### src/rtl/mem_arb_pkg.sv
// Shared types and constants for the writeback-stage memory port arbiter.
package mem_arb_pkg;

  localparam int VEC_SIZE = 4;
  localparam int REG_SIZE = 8;

  typedef logic [VEC_SIZE*REG_SIZE-1:0] vec_word_t;

  typedef enum logic [1:0] {
    PIPE_PRIO   = 2'd0,
    HOST_FORCED = 2'd1,
    HOST_LOCKED = 2'd2
  } arb_state_t;

  localparam logic [1:0] OWNER_NONE = 2'd0;
  localparam logic [1:0] OWNER_PIPE = 2'd1;
  localparam logic [1:0] OWNER_HOST = 2'd2;

endpackage

### src/rtl/sat_counter.sv
// Saturating up-counter with synchronous clear; holds at LIMIT, never wraps.
module sat_counter #(
  parameter int WIDTH = 3,
  parameter int LIMIT = 4
) (
  input  logic             clk,
  input  logic             reset,
  input  logic             inc,
  input  logic             clear,
  output logic [WIDTH-1:0] count,
  output logic             atLimit
);

  localparam logic [WIDTH-1:0] LIM = WIDTH'(LIMIT);

  always_ff @(posedge clk) begin
    if (reset || clear) begin
      count <= '0;
    end else if (inc && (count != LIM)) begin
      count <= count + 1'b1;
    end
  end

  assign atLimit = (count == LIM);

endmodule

### src/rtl/mem_port_arbiter.sv
// Shares the data-memory port between pipeline (priority) and host loader,
// with starvation-forced host grants and a bounded host burst lock.
module mem_port_arbiter
  import mem_arb_pkg::*;
#(
  parameter int vecSize      = 4,
  parameter int registerSize = 8,
  parameter int maxWait      = 4,
  parameter int maxLock      = 8
) (
  input  logic                             clk,
  input  logic                             reset,
  input  logic                             pipeReq,
  input  logic                             pipeWe,
  input  logic [registerSize-1:0]          pipeAddr,
  input  logic [vecSize*registerSize-1:0]  pipeWData,
  output logic                             pipeGrant,
  output logic                             pipeStall,
  output logic                             pipeRValid,
  input  logic                             hostReq,
  input  logic                             hostWe,
  input  logic [registerSize-1:0]          hostAddr,
  input  logic [vecSize*registerSize-1:0]  hostWData,
  input  logic                             hostLock,
  output logic                             hostGrant,
  output logic                             hostRValid,
  output logic                             memWriteEnable,
  output logic [registerSize-1:0]          memAddress,
  output logic [vecSize*registerSize-1:0]  memWriteData,
  input  logic [vecSize*registerSize-1:0]  memReadData,
  output logic [vecSize*registerSize-1:0]  rData
);

  localparam int WAIT_W = $clog2(maxWait + 1);
  localparam int LOCK_W = $clog2(maxLock + 1);

  arb_state_t        state, stateNext;
  logic [1:0]        owner;
  logic              hostGranted;
  logic              waitInc, lockInc;
  logic [WAIT_W-1:0] waitCnt;
  logic [LOCK_W-1:0] lockCnt;
  logic              waitAtLimit, lockAtLimit;
  logic              waitLast, lockLast;
  logic              pipeRValidQ, hostRValidQ;

  // "Last" means the step taken this cycle lands the counter on its limit.
  assign waitLast = (waitCnt == WAIT_W'(maxWait - 1));
  assign lockLast = (lockCnt >= LOCK_W'(maxLock - 1));

  always_comb begin
    owner = OWNER_NONE;
    unique case (state)
      PIPE_PRIO: begin
        if (pipeReq)      owner = OWNER_PIPE;
        else if (hostReq) owner = OWNER_HOST;
      end
      HOST_FORCED, HOST_LOCKED: begin
        if (hostReq) owner = OWNER_HOST;
      end
      default: owner = OWNER_NONE;
    endcase
    if (reset) owner = OWNER_NONE;
  end

  assign hostGranted = (owner == OWNER_HOST);
  assign waitInc     = (state == PIPE_PRIO) && hostReq && !hostGranted;

  always_comb begin
    stateNext = state;
    unique case (state)
      PIPE_PRIO: begin
        if (waitInc && (waitLast || waitAtLimit))
          stateNext = HOST_FORCED;
        else if (hostGranted && hostLock && !lockLast)
          stateNext = HOST_LOCKED;
      end
      HOST_FORCED: begin
        if (hostGranted && hostLock && !lockLast) stateNext = HOST_LOCKED;
        else                                      stateNext = PIPE_PRIO;
      end
      HOST_LOCKED: begin
        if (!hostLock || lockLast || lockAtLimit) stateNext = PIPE_PRIO;
      end
      default: stateNext = PIPE_PRIO;
    endcase
  end

  // The lock counter runs exactly while the next cycle is locked, so the
  // granting cycle counts as the first owned cycle of the burst.
  assign lockInc = (stateNext == HOST_LOCKED);

  always_ff @(posedge clk) begin
    if (reset) begin
      state       <= PIPE_PRIO;
      pipeRValidQ <= 1'b0;
      hostRValidQ <= 1'b0;
    end else begin
      state       <= stateNext;
      pipeRValidQ <= (owner == OWNER_PIPE) && !pipeWe;
      hostRValidQ <= (owner == OWNER_HOST) && !hostWe;
    end
  end

  sat_counter #(.WIDTH(WAIT_W), .LIMIT(maxWait)) u_wait_cnt (
    .clk    (clk),
    .reset  (reset),
    .inc    (waitInc),
    .clear  (!waitInc),
    .count  (waitCnt),
    .atLimit(waitAtLimit)
  );

  sat_counter #(.WIDTH(LOCK_W), .LIMIT(maxLock)) u_lock_cnt (
    .clk    (clk),
    .reset  (reset),
    .inc    (lockInc),
    .clear  (!lockInc),
    .count  (lockCnt),
    .atLimit(lockAtLimit)
  );

  always_comb begin
    memWriteEnable = 1'b0;
    memAddress     = '0;
    memWriteData   = '0;
    unique case (owner)
      OWNER_PIPE: begin
        memWriteEnable = pipeWe;
        memAddress     = pipeAddr;
        memWriteData   = pipeWData;
      end
      OWNER_HOST: begin
        memWriteEnable = hostWe;
        memAddress     = hostAddr;
        memWriteData   = hostWData;
      end
      default: ;
    endcase
  end

  assign pipeGrant  = (owner == OWNER_PIPE);
  assign hostGrant  = hostGranted;
  assign pipeStall  = pipeReq && !pipeGrant;
  // A reset arriving right after a read squashes the strobe it would show.
  assign pipeRValid = pipeRValidQ && !reset;
  assign hostRValid = hostRValidQ && !reset;
  assign rData      = memReadData;

endmodule
### config.mk
export PLATFORM = sky130hd
export DESIGN_NAME = mem_port_arbiter
export DESIGN_NICKNAME = d
export VERILOG_FILES = /design/src/rtl/mem_arb_pkg.sv /design/src/rtl/sat_counter.sv /design/src/rtl/mem_port_arbiter.sv
export SDC_FILE = /design/constraint.sdc
export NUM_CORES = 1
export LEC_CHECK = 0
export ABC_AREA = 1
export CAP_MARGIN = 20
export CORE_UTILIZATION = 29
export CTS_CLUSTER_SIZE = 10
export DETAILED_ROUTE_END_ITERATION = 10
export MAX_ROUTING_LAYER = met4
export PLACE_DENSITY_LB_ADDON = 0.12
export SETUP_SLACK_MARGIN = 0.02
export SYNTH_ARGS = -nofsm -noshare
export SYNTH_HDL_FRONTEND = slang
export SYNTH_SLANG_ARGS = --single-unit
### constraint.sdc
create_clock -name clk -period 3.4 [get_ports clk]
set_clock_uncertainty 0.05 [all_clocks]
set_input_delay 0.34 -clock clk [delete_from_list [all_inputs] [get_ports clk]]
set_output_delay 0.34 -clock clk [all_outputs]
set_load 0.02 [all_outputs]
; Yosys cells after proc, flatten, opt, wreduce, memory -nomap -nowiden
; Index checks and enable logic that the tools add are counted.
[word_totals]
ff_bits = 11
in_bits = 119
output_inout_bits = 78
[op_classes]
add_sub_neg = 2
magnitude_cmp = 1
n_eq_ne = 10
muxes = 12
n_reduce_logical = 28
[op_table]
columns = op, n
row1 = 32-bit one-hot mux with 2 select lines, 1
row2 = 8-bit one-hot mux with 2 select lines, 1
row3 = 2-bit 2-to-1 mux, 7
row4 = 1-bit logical AND, 12
row5 = 1-bit zero test, 9
row6 = "2-bit == test, second input constant", 3
row7 = 2-bit one-hot mux with 3 select lines, 1
row8 = 1-bit logical OR, 5
row9 = "4-bit by 1-bit adder with 4-bit output, second input constant", 1
row10 = "2-bit by 1-bit == test with 1-bit output, second input constant", 2
row11 = "4-bit == test, second input constant", 1
row12 = "4-bit by 3-bit >= comparator with 1-bit output, second input constant", 1
row13 = "4-bit inequality test, second input constant", 1
row14 = 2-bit one-hot mux with 2 select lines, 1
row15 = "3-bit by 1-bit adder with 3-bit output, second input constant", 1
row16 = "3-bit by 2-bit == test with 1-bit output, second input constant", 1
row17 = "3-bit == test, second input constant", 1
row18 = "3-bit inequality test, second input constant", 1
row19 = 2-bit zero test, 1
row20 = 1-bit one-hot mux with 2 select lines, 1
row21 = 2-bit OR reduction, 1

; Logic depth before layout (Yosys ltp)
[depth]
word_depth = 13
ltp_mapped = 14
mapped_depth_nobuf = 13

; By module
; From an unflattened synthesis, not the netlist that was laid out.
[hier_totals]
hier_cells = 292
hier_area_um2 = 1612.8
[modules_own_cells]
columns = mod, n_inst, cells_each, area_per_inst_um2, seq_area_each_um2
row1 = mem_port_arbiter, 1, 232, 1213.7, 80.1
row2 = sat_counter (u_lock_cnt), 1, 33, 224.0, 80.1
row3 = sat_counter (u_wait_cnt), 1, 27, 175.2, 60.1

; Worst setup path before layout
; No wires, ideal clock.
[synth_timing]
path_kind = flip-flop to output port
start = register state[0]
end = output port memAddress[0]
arrival_ns = 2.148
required_ns = 3.010
setup_slack_ns = 0.862
path_stages_with_launch = 11
n_path_buf = 2
path_cell_list = dfxtp_1 inv_1 ha_1 a21oi_1 nor3_1 inv_1 ha_1 clkbuf_1 clkbuf_1 nand2_1 a21oi_1
[synth_between]
elab_chain_len = 6
word_cells_on_any_way = 9
[synth_lines]
columns = item, line
row1 = start: declaration, mem_port_arbiter.sv:37  ; arb_state_t state, stateNext;
row2 = start signal: assignment, mem_port_arbiter.sv:99  ; state <= stateNext;
row3 = 2-bit == test or 2-bit by 1-bit == test with 1-bit output (tied branches), mem_port_arbiter.sv:53  ; unique case (state)
row4 = 2-bit OR reduction, mem_port_arbiter.sv:53
row5 = 2-bit one-hot mux with 2 select lines (*), mem_port_arbiter.sv:53
row6 = 2-bit 2-to-1 mux (*), mem_port_arbiter.sv:63  ; if (reset) owner = OWNER_NONE;
row7 = 2-bit by 1-bit == test with 1-bit output (*), --
row8 = net pipeGrant, mem_port_arbiter.sv:17  ; output logic pipeGrant,
row9 = 8-bit one-hot mux with 2 select lines (*), mem_port_arbiter.sv:127  ; unique case (owner)
row10 = end: declaration, mem_port_arbiter.sv:28  ; output logic [registerSize-1:0] memAddress,
; The timed path passes the listed nets; every way through them passes the cells marked *.

; Final worst setup path
[layout_timing]
start = register state[0]
end = output port memWriteData[11]
[layout_between]
elab_chain_len = 6
word_cells_on_any_way = 9
[layout_lines]
columns = item, line
row1 = 2-bit == test or 2-bit by 1-bit == test with 1-bit output (tied branches), mem_port_arbiter.sv:53
row2 = 2-bit OR reduction, mem_port_arbiter.sv:53
row3 = 2-bit one-hot mux with 2 select lines (*), mem_port_arbiter.sv:53
row4 = 2-bit 2-to-1 mux (*), mem_port_arbiter.sv:63
row5 = 2-bit == test or 2-bit by 1-bit == test with 1-bit output (tied branches), mem_port_arbiter.sv:127
row6 = 32-bit one-hot mux with 2 select lines (*), mem_port_arbiter.sv:127
row7 = end: declaration, mem_port_arbiter.sv:29  ; output logic [vecSize*registerSize-1:0] memWriteData,
; Mark *: on every way between the ends. The rest lies on a longest branch, timed or not.

==> impl_summary.md <==
Power and ir drop
Dividing total power by cell area gives a power density of 193 nW/um2. The highest ir drop seen on vdd is 0.122 mV. For this design the static power due to leakage is 1.01 nW.

Critical path
In this run the critical register-to-register path is captured at u_lock_cnt.count[3]. For the worst flop-to-flop path, the logic depth is 12. Of all nets on the critical path, the largest fanout is 22.

The worst setup path is captured at an output pin. The data arrival time of the critical path is 2.67 ns. The critical path start-end classification is reg -> out. The reg-to-reg setup timing slack is 0.97 ns.

In this run the worst setup path terminates at memWriteData[11]. For the worst setup path, the data required time is 3.01 ns. STA classifies the critical path startpoint as a register. The critical path starts at state[0]. The worst register-to-register path begins at state[0].

Yosys
In the post-synthesis netlist, the biggest area contributors are sky130_fd_sc_hd__nand2_1 (22%), sky130_fd_sc_hd__buf_4 (15%), sky130_fd_sc_hd__a21oi_1 (14%), sky130_fd_sc_hd__dfxtp_1 (14%), sky130_fd_sc_hd__ha_1 (7.8%). Counting every instance in the synthesized netlist gives between 200 and 300. The Yosys step of the flow raised 0 warnings. Counting flops with a built-in enable in the synthesized netlist gives 0. The mux cell area share after synthesis is 0. Of the total synthesized cell area, the portion taken by XOR and XNOR cells is 0.0109.

The area fraction in and, or, nand and nor cells after synthesis is 0.366. The compound-gate portion of the synthesized area is 0.168. The proportion of synthesized chip area in sequential cells is 0.138.

In the synthesized netlist the async set-or-reset flop fraction comes to 0. Among all flip-flop cells after synthesis, the most frequent one is sky130_fd_sc_hd__dfxtp_1. Averaged over all synthesized cells, the footprint is roughly 6 um2.

After synthesis, the largest family of logic cells by area is simple AND/OR/NAND/NOR gates. After synthesis the netlist holds a flip-flop and latch count of 11. Of the total synthesized cell area, the portion taken by full adders, half adders and majority gates is 0.0782. The net count after synthesis is 401.

The number of different library cells in the post-synthesis netlist is 26. The leading area contributor after synthesis is sky130_fd_sc_hd__nand2_1. The area share of the leading cell type in the synthesized netlist is 0.223.

The synthesized cell area is 1600 um2.

Timing
The normalized max-slew margin is 0.815. The worst path needs 3.06 ns of the cycle, external delays included. The post-route setup TNS is 0 ns. Setup repair after global routing left no endpoint under its margin. Setup violations remaining at the end of the flow were counted as 0.

The tightest hold path in the finished design has a slack of 0.442 ns. The final worst-path cycle share is 0.899. Static timing analysis puts the maximum clock frequency at 0.327 GHz. The hold violation total from the final report came to 0. The measured slew at the worst slew-check pin is roughly 0.28 ns.

The total count of max-transition violations in the final report is 0. The smallest setup slack after layout is 0.343 ns.

Placed design
At the end of routability-driven placement, the weighted congestion stood at 0.799. Detailed placement finished with a half-perimeter wire length of approximately 4800 um. At the placement stage, the worst setup path has a slack of ~0.4 ns. The total instance count after detailed placement is 433. The number of port buffers is 132.

Clock network
The clock slew at the register clock pins of the worst setup and hold paths is about 0.060 ns. In this run, CTS created clock tree buffers numbering 3. For the worst-skew pair, the clock arrives at the later sink with an insertion delay of between 0.2 and 0.3 ns.

The CTS tree is built. For this design, the sink count on the clock tree is 11. In this run, post-CTS hold repair placed 0 buffers. The clock passes through at most 2 buffers. The cell at the root of the clock tree is sky130_fd_sc_hd__clkbuf_8. The post-cts repair resize count is 0. Post-CTS timing repair inserted 0 buffers for setup.

The count of H-tree levels built during CTS is 1.

Floorplan
The die is around 76 um tall. The die covers just under 6000 um2. The die outline width is 76.3 um. The effective utilization at floorplan is 0.307. The core region is 5200 um2.

The row count is 26. The top-level I/O count is a little under 200.

Layout
The number of diodes added for antenna fixing is 0. In the final layout, the share of cells above drive strength 1 is 0.0736. The most common cell after layout, fill and taps aside is sky130_fd_sc_hd__clkdlybuf4s50_1. In the layout the commonest cells are sky130_fd_sc_hd__clkdlybuf4s50_1 (132), sky130_fd_sc_hd__nand2_1 (95), sky130_fd_sc_hd__a21oi_1 (44). The net count of the finished layout is ~500. The layout filler cell count is 558. Compared with the post-synthesis result, the final layout area differs by 75.1%. At the end of the flow the core is filled with cells to 0.538.

The finished layout holds 437 standard cells, fillers aside.

Global routing
The first global-routing pass estimated 9260 um of wire. For this run the aggregate overflow at the end of global routing stands at 0. The number of global-route vias before repair is 1907.

The number of antenna violations at the first check in global routing is 0. Across every metal layer, demand over resource in global routing totals 0.202. The maximum number of pins on one net before global-route repair is 26.

Hold path
The type of the most critical hold path is reg -> reg.

Drt
The total number of vias is 1972. The pre-antenna-repair detailed-routing pass consisted of 4 iterations. After detailed routing, the average wire length per cell comes to about 13 um. In the routed layout, each cell is associated on average with a via count of 4.51. The sum of routed wire length over all layers is approximately 5900 um. The number of antenna-violating nets in the routed design is 0. The number of DRC violations after detailed-routing iteration 0 is 90. After detailed routing, the number of remaining DRC violations is 0.

Flow run
The number of violations of the max-capacitance limit is 0.

Run status
The flow ran to the end, and the final reports show no timing, DRC or antenna violations.
[flip-flops by register name, summed over array words and instances (netlist names)]
signal / cells
state: 2
hostRValidQ: 1
u_lock_cnt.count: 4
pipeRValidQ: 1
u_wait_cnt.count: 3
[cell usage after synthesis, drive strengths merged, types with 4 or more instances]
master,instances
nand4,5
nor3,4
nand3,6
nor2,14
ha,10
dfxtp,11
clkbuf,15
inv,20
buf,33
a21oi,47
nand2,99
[how the worst min path moves through the flow]
| stage | from | depth (start not counted) | to |
|---|---|---|---|
| global placement | u_wait_cnt.count[1] | 2 | u_wait_cnt.count[1] |
| finish | u_wait_cnt.count[1] | 2 | u_wait_cnt.count[1] |
| global route | u_lock_cnt.count[1] | 2 | u_lock_cnt.count[1] |
| CTS | u_wait_cnt.count[1] | 2 | u_wait_cnt.count[1] |
| detailed placement | u_wait_cnt.count[1] | 2 | u_wait_cnt.count[1] |
| floorplan | hostWe | 1 | hostRValidQ |
[per-layer routing]
metal / vias up / share of wire / GRT usage
met3: 6 / 0.084 / 0.0527
met4: 0 / 0.012 / 0.0500
li1: 1018 / - / -
met5: - / 0 / -
met1: 861 / 0.42 / 0.240
met2: 87 / 0.48 / 0.337
[power breakdown]
part / total (W) / switching, W / internal (W)
sequential: 0.000134 / 0.00000208 / 0.000132
clock: 0.000139 / 0.0000565 / 0.0000828
combinational: 0.000268 / 0.000118 / 0.000150
[metrics by stage]
step / cell area (um2) / total power (W)
after detailed placement: 2760 / 0.000406
after global routing: 2800 / 0.000573
after global placement: 2760 / 0.000406
after floorplan: 1600 / 0.000300
final: 2800 / 0.000542
after CTS: 2800 / 0.000546
[cell families (layout without fill, tap and decap cells)]
logic type,after synthesis,count (layout)
adder cells (fa/ha/maj),10,10
AND/OR/NAND/NOR,132,132
buffers and inverters,68,163
flip-flops,11,11
AO/OA/AOI/OAI,49,49
XOR/XNOR,2,2
[critical path: stages, from the launching register on]
cell and delay [ns]:
sky130_fd_sc_hd__dfxtp_1 0.35, sky130_fd_sc_hd__ha_1 0.24, sky130_fd_sc_hd__nor2_1 0.09, sky130_fd_sc_hd__inv_1 0.09, sky130_fd_sc_hd__nor3_1 0.26, sky130_fd_sc_hd__ha_2 0.24, sky130_fd_sc_hd__buf_4 0.26, sky130_fd_sc_hd__nand2_1 0.13
sky130_fd_sc_hd__a21oi_1 0.14, sky130_fd_sc_hd__clkdlybuf4s50_1 0.61
[cell type report]
cell class                      instances  area (um2)  share of cell area
Clock buffer                            4        45.0              0.0161
Inverter                               20        75.1              0.0268
Multi-Input combinational cell        193        1000               0.357
Sequential cell                        11         220              0.0786
Tap cell                               70        87.6              0.0313
Timing Repair Buffer                  139        1370               0.490
No activity file was read; power rests on OpenSTA's default activity.
